**src/rtl/affine_pipe_ctrl_gen.sv**
```systemverilog
// affine_pipe_ctrl_gen
//   Controller for the affine motion-estimation pipeline. It sequences
//   NUM_STAGES pipeline stages over NUM_SUBBLK sub-blocks, one beat every
//   BEAT_CYCLES clocks. It accumulates the per-mode Hadamard cost of each
//   sub-block leaving the last stage, forms the RD cost of every affine mode
//   and picks the cheapest of those and the external ME cost.
//
// Ports
//   clk, rst_n        clock, synchronous active-low reset
//   start             begin a run (level, sampled in IDLE/DONE)
//   load_ram          request a RAM load phase
//   abort             cancel the current run or load
//   rd_cost_me        ME RD cost (candidate 0)
//   lamda_m           Lagrangian multiplier
//   ctrl_point_bits   control-point bits, mode m at [m*BITS_W +: BITS_W]
//   had_cost          Hadamard cost of the sub-block leaving the last stage
//   load_cur_ram      current RAM write enable
//   load_ref_ram      reference RAM write enable
//   en                pipeline run enable
//   stage_en          per-stage data valid, held for a whole beat
//   num_of_sub_blk    sub-blocks issued this run
//   busy              high in LOAD/RUN/DRAIN/DECIDE
//   done              results valid (level)
//   best_mode         0 = ME, m = affine mode m-1
//   rd_cost_min       winning RD cost
module affine_pipe_ctrl_gen #(
  parameter int unsigned BEAT_CYCLES   = 3,
  parameter int unsigned NUM_STAGES    = 7,
  parameter int unsigned NUM_SUBBLK    = 1024,
  parameter int unsigned NUM_AFF_MODES = 2,
  parameter int unsigned HAD_W         = 16,
  parameter int unsigned COST_W        = 21,
  parameter int unsigned LAMBDA_W      = 9,
  parameter int unsigned BITS_W        = 21,
  localparam int unsigned NSB_W        = $clog2(NUM_SUBBLK + 1),
  localparam int unsigned MODE_W       = $clog2(NUM_AFF_MODES + 1)
) (
  input  logic                              clk,
  input  logic                              rst_n,
  input  logic                              start,
  input  logic                              load_ram,
  input  logic                              abort,
  input  logic [COST_W-1:0]                 rd_cost_me,
  input  logic [LAMBDA_W-1:0]               lamda_m,
  input  logic [NUM_AFF_MODES*BITS_W-1:0]   ctrl_point_bits,
  input  logic [NUM_AFF_MODES*HAD_W-1:0]    had_cost,
  output logic                              load_cur_ram,
  output logic                              load_ref_ram,
  output logic                              en,
  output logic [NUM_STAGES-1:0]             stage_en,
  output logic [NSB_W-1:0]                  num_of_sub_blk,
  output logic                              busy,
  output logic                              done,
  output logic [MODE_W-1:0]                 best_mode,
  output logic [COST_W-1:0]                 rd_cost_min
);

  localparam int unsigned BC_W   = (BEAT_CYCLES > 1) ? $clog2(BEAT_CYCLES) : 1;
  localparam int unsigned SUM_W  = ((COST_W > HAD_W) ? COST_W : HAD_W) + 1;
  localparam int unsigned PROD_W = LAMBDA_W + BITS_W;
  localparam int unsigned RD_W   = ((COST_W > PROD_W) ? COST_W : PROD_W) + 1;
  localparam logic [COST_W-1:0] COST_MAX = '1;

  typedef enum logic [2:0] {
    S_IDLE,
    S_LOAD,
    S_RUN,
    S_DRAIN,
    S_DECIDE,
    S_DONE
  } state_t;

  state_t                 state;
  logic [BC_W-1:0]        beat_cnt;
  logic                   tick;
  logic [NUM_STAGES-1:0]  stage_valid;
  logic [COST_W-1:0]      acc     [NUM_AFF_MODES];
  logic [COST_W-1:0]      acc_sat [NUM_AFF_MODES];
  logic [COST_W-1:0]      rd      [NUM_AFF_MODES];
  logic [MODE_W-1:0]      min_mode;
  logic [COST_W-1:0]      min_cost;

  assign tick     = (beat_cnt == BC_W'(BEAT_CYCLES - 1));
  assign stage_en = stage_valid;

  // Saturating accumulate of the cost leaving the last stage.
  always_comb begin : acc_add
    logic [SUM_W-1:0] sum;
    sum = '0;
    for (int unsigned m = 0; m < NUM_AFF_MODES; m++) begin
      sum = SUM_W'(acc[m]) + SUM_W'(had_cost[m*HAD_W +: HAD_W]);
      acc_sat[m] = (sum > SUM_W'(COST_MAX)) ? COST_MAX : sum[COST_W-1:0];
    end
  end

  // RD cost at full width, clamped to COST_W.
  always_comb begin : rd_calc
    logic [RD_W-1:0] s;
    s = '0;
    for (int unsigned m = 0; m < NUM_AFF_MODES; m++) begin
      s = RD_W'(acc[m]) +
          RD_W'(lamda_m) * RD_W'(ctrl_point_bits[m*BITS_W +: BITS_W]);
      rd[m] = (s > RD_W'(COST_MAX)) ? COST_MAX : s[COST_W-1:0];
    end
  end

  // Strict less-than keeps the earliest candidate on ties, ME first.
  always_comb begin
    min_cost = rd_cost_me;
    min_mode = '0;
    for (int unsigned m = 0; m < NUM_AFF_MODES; m++) begin
      if (rd[m] < min_cost) begin
        min_cost = rd[m];
        min_mode = MODE_W'(m + 1);
      end
    end
  end

  always_ff @(posedge clk) begin
    if (!rst_n) begin
      state          <= S_IDLE;
      beat_cnt       <= '0;
      stage_valid    <= '0;
      num_of_sub_blk <= '0;
      for (int unsigned m = 0; m < NUM_AFF_MODES; m++) acc[m] <= '0;
      load_cur_ram   <= 1'b0;
      load_ref_ram   <= 1'b0;
      en             <= 1'b0;
      busy           <= 1'b0;
      done           <= 1'b0;
      best_mode      <= '0;
      rd_cost_min    <= '0;
    end else if (abort && state != S_IDLE) begin
      // Results of the previous decision survive an abort.
      state        <= S_IDLE;
      beat_cnt     <= '0;
      stage_valid  <= '0;
      for (int unsigned m = 0; m < NUM_AFF_MODES; m++) acc[m] <= '0;
      load_cur_ram <= 1'b0;
      load_ref_ram <= 1'b0;
      en           <= 1'b0;
      busy         <= 1'b0;
      done         <= 1'b0;
    end else begin
      case (state)
        S_IDLE, S_DONE: begin
          if (load_ram) begin
            state        <= S_LOAD;
            load_cur_ram <= 1'b1;
            load_ref_ram <= 1'b1;
            busy         <= 1'b1;
            done         <= 1'b0;
          end else if (start) begin
            state          <= S_RUN;
            beat_cnt       <= '0;
            stage_valid    <= '0;
            num_of_sub_blk <= '0;
            for (int unsigned m = 0; m < NUM_AFF_MODES; m++) acc[m] <= '0;
            en             <= 1'b1;
            busy           <= 1'b1;
            done           <= 1'b0;
          end
        end

        S_LOAD: begin
          if (!load_ram) begin
            state        <= S_IDLE;
            load_cur_ram <= 1'b0;
            load_ref_ram <= 1'b0;
            busy         <= 1'b0;
          end
        end

        S_RUN: begin
          if (tick) begin
            beat_cnt       <= '0;
            stage_valid    <= (stage_valid << 1) | NUM_STAGES'(1);
            num_of_sub_blk <= num_of_sub_blk + NSB_W'(1);
            if (num_of_sub_blk == NSB_W'(NUM_SUBBLK - 1)) state <= S_DRAIN;
            if (stage_valid[NUM_STAGES-1]) begin
              for (int unsigned m = 0; m < NUM_AFF_MODES; m++) acc[m] <= acc_sat[m];
            end
          end else begin
            beat_cnt <= beat_cnt + BC_W'(1);
          end
        end

        S_DRAIN: begin
          // The empty-pipe test looks at the registered stage_valid, so the
          // decision happens the cycle after the final draining tick.
          if (stage_valid == '0) begin
            state    <= S_DECIDE;
            beat_cnt <= '0;
            en       <= 1'b0;
          end else if (tick) begin
            beat_cnt    <= '0;
            stage_valid <= stage_valid << 1;
            if (stage_valid[NUM_STAGES-1]) begin
              for (int unsigned m = 0; m < NUM_AFF_MODES; m++) acc[m] <= acc_sat[m];
            end
          end else begin
            beat_cnt <= beat_cnt + BC_W'(1);
          end
        end

        S_DECIDE: begin
          best_mode   <= min_mode;
          rd_cost_min <= min_cost;
          state       <= S_DONE;
          done        <= 1'b1;
          busy        <= 1'b0;
        end

        default: state <= S_IDLE;
      endcase
    end
  end

endmodule

```
**config.mk**
```make
export PLATFORM = sky130hd
export DESIGN_NAME = affine_pipe_ctrl_gen
export DESIGN_NICKNAME = d
export VERILOG_FILES = /design/src/rtl/affine_pipe_ctrl_gen.sv
export SDC_FILE = /design/constraint.sdc
export NUM_CORES = 1
export LEC_CHECK = 0
export ABC_AREA = 1
export BUFFER_PORTS_ARGS = -buffer_cell sky130_fd_sc_hd__buf_2
export CAP_MARGIN = 20
export CORE_ASPECT_RATIO = 1.2
export CORE_UTILIZATION = 58
export DETAILED_ROUTE_END_ITERATION = 6
export PLACE_DENSITY = 0.88
export RECOVER_POWER = 50
export SETUP_SLACK_MARGIN = 0.15
export SLEW_MARGIN = 20
export SYNTH_ARGS = -nofsm -noshare
export SYNTH_HDL_FRONTEND = slang
export SYNTH_SLANG_ARGS = --single-unit
```
**constraint.sdc**
```tcl
create_clock -name clk -period 17.1 [get_ports clk]
set_input_delay 2.565 -clock clk [delete_from_list [all_inputs] [get_ports clk]]
set_output_delay 2.565 -clock clk [all_outputs]
set_load 0.03 [all_outputs]
```
==> flow_summary.ini <==
[status]
status = complete, but fails checks
failed_checks = max-capacitance violations, max-slew violations

[route]
drt_iter0_drc = 1333
antenna_left = 0
first_pass_iters = 6
via_count = 18800
wl_per_cell_um = 16.4
vias_per_cell = 5.47
wl_mm = 56.1
route.detailed.drc = 0

[flow_run]
cap_violations = 1

[power]
powerDensity_mw_per_mm2 = 194
p_int_mw = 1.72
peakVddDrop_mv = 0.152
seqPwrFrac_pct = 7.4
combPwrFrac_pct = 87.7
power_frac_clock_pct = 4.9
p_leak_nw = 12.7
switching_share_pct = 59.7
net-switching-power_mw = 2.55

[synth]
muxShareOfSynthArea_pct = 0
synth_fa_ha_area_share_pct = 41.8
synth.distinct_cells = 56
yosysSeqAreaShare_pct = 10.8
synthSimpleGateAreaFrac_pct = 21.7
ys_ff_latch = 92
synthXorXnorAreaFrac_pct = 2.89
syn_inst = 2904
yosys_warnings = 0
synth-edff-count = 42
synthArstFlopShare_pct = 0
synth_area_mm2 = 0.0209
syn_nets = 3528
avgSynthCellArea_um2 = 7.19
synth_ff_type = dfxtp_1
synth_top_family_by_area = adder cells
synth_compound_area_share_pct = 8.28

[setup_path]
r2r-end = rd_cost_min[7]
setup.worst_path.class = input pin to flip-flop
cp-endpoint = rd_cost_min[7]
max_stage_delay_ns = 0.70
cp.arrival_ns = 12.78
cp_common_cell = nand2_1
path_max_fanout = 43
reg2reg_from = acc[0][17]
end_kind = flip-flop
start_kind = input pin
cp.required_ns = 17.34
crit_slowest_cell = buf_2
startpoint = lamda_m[2]
ff2ff_path_depth = 34
r2r_slack_ns = 9.33

[floorplan]
rows = 75
io_pins = 155
die_w_um = 175
fp.dieH_um = 210
start_util_pct = 59.4
dieArea_mm2 = 0.0368
coreArea_mm2 = 0.0352

[cts]
cts_resized = 0
cts.htree.levels = 3
numCtsBuffers = 9
cts_tree = yes
cts_buffer_depth = 2
cts_hold_buf = 0
cts_sinks = 92
post-cts-setup-buffers = 0
clk_latency_ns = 0.36
root_buffer = clkbuf_16
clk_pin_slew_worst_paths_ns = 0.08

[timing]
post-route-min-period_ns = 12.54
maxSlewViolCount = 43
rsz0062_at_grt = no
fmax_mhz = 79.7
finalCritPeriodShare_pct = 73.4
tightestPinTransition_ns = 2.80
worst_slack_ns = 4.56
relSlewSlack_pct = -86.5
tns_ns = 0
worst_clock_skew_ns = 0.0113
setup_violations = 0
hold_viol_final = 0

[final_layout]
layout_commonest_cell = nand2_1
final_cell_mix = nand2_1, inv_1, fa_1
drive_above_1_share_pct = 5.80
num-nets-final = 3584
stdcell_count = 3429
synthToLayoutAreaGrowth_pct = 5.61

[global_routing]
grt_max_degree = 46
grt.overflow.total = 0
grt_pass1_vias = 20000
grt_pass1_wl_mm = 93.6
grtUsageTotal_pct = 31.7
antenna_found_initial = 2

[placed_design]
post-dp-hpwl_mm = 46.2
pre_cts_slack_ns = 4.41
portBuffers = 154
numPlacedInstances = 3411
gp_congestion = 0.966

[worst_hold_path]
hold_path.class = flip-flop to flip-flop
-- power by group through the flow --
stage | clock, mW | combinational, mW | sequential [mW]
4_1_cts | 0.213 | 3.72 | 0.314
2_1_floorplan | 0 | 2.71 | 0.333
3_5_place_dp | 0 | 3.70 | 0.318
6_report | 0.211 | 3.75 | 0.316
5_1_grt | 0.221 | 4.20 | 0.322
3_3_place_gp | 0 | 3.63 | 0.317
-- worst max-delay path: cells and delay by family --
| kind | cells | cell delay [ns] |
|---|---|---|
| AND/OR/NAND/NOR | 26 | 4.76 |
| buffers and inverters | 8 | 1.36 |
| adder cells (fa/ha/maj) | 8 | 3.65 |
| AO/OA/AOI/OAI | 1 | 0.34 |
-- flip-flops by register name (all words and copies together), names as in the netlist --
register        flops
acc                42
beat_cnt            2
best_mode           2
busy                1
done                1
en                  1
load_ref_ram        1
num_of_sub_blk     11
rd_cost_min        21
stage_en            7
state               3
-- cell type report --
| cell class | count | area (um2) |
|---|---|---|
| multi-input combinational | 2017 | 15600 |
| fill | 3083 | 13100 |
| inverter | 681 | 2560 |
| sequential | 92 | 2260 |
| timing repair buffer | 159 | 744 |
| tap | 462 | 578 |
| clock buffer | 9 | 225 |
| clock inverter | 7 | 78.8 |
| antenna | 2 | 5.00 |
-- Yosys cell counts, drive strengths merged (14+ instances only) --
master | n | share of area (%)
fa | 306 | 29
dfxtp | 50 | 4.8
buf | 16 | 0.49
nor2 | 169 | 3.2
nor3 | 24 | 0.65
ha | 209 | 13
nand3 | 78 | 1.9
nand2 | 813 | 15
edfxtp | 42 | 6.0
clkbuf | 98 | 1.8
inv | 679 | 12
nand4 | 14 | 0.42
xnor2 | 40 | 1.7
a21oi | 156 | 3.8
o21ai | 100 | 2.4
xor2 | 29 | 1.2
-- kinds of logic (layout without fill, tap and decap cells) --
| group | Yosys count | after routing |
|---|---|---|
| xor gates and xnor gates | 69 | 69 |
| AOI/OAI and AO/OA | 314 | 314 |
| buffers and inverters | 795 | 856 |
| DFF | 92 | 92 |
| other | 0 | 2 |
| adders and majority gates | 515 | 515 |
| and+or+nand+nor | 1119 | 1119 |
-- worst min-delay path by stage --
stage               slack, ns  cells after the start        to     start
CTS                      0.47                      2      done      done
global placement         0.45                      2      busy      busy
finish                   0.47                      2      done      done
detailed placement       0.46                      2      done      done
floorplan                0.48                      2  state[0]  state[0]
global route             0.52                      2      done      done
-- stage by stage --
step / utilization [%] / hold WS (ns) / total power [mW] / instance area (um2)
2_1_floorplan: - / 0.478 / 3.04 / 20900
3_3_place_gp: 62.0 / 0.451 / 3.95 / 21800
3_5_place_dp: 62.0 / 0.459 / 4.02 / 21800
4_1_cts: 62.9 / 0.474 / 4.25 / 22100
5_1_grt: 62.7 / 0.520 / 4.74 / 22100
6_report: 62.7 / 0.470 / 4.28 / 22100
-- routing by layer --
| metal | track usage (%) | up-vias | share of wire [%] |
|---|---|---|---|
| li1 | - | 8844 | - |
| met1 | 33.3 | 8969 | 35 |
| met2 | 61.3 | 708 | 54 |
| met3 | 3.44 | 232 | 5.1 |
| met4 | 16.9 | 0 | 5.3 |
| met5 | 0 | - | 0 |
Power figures use the tool's default switching activity.
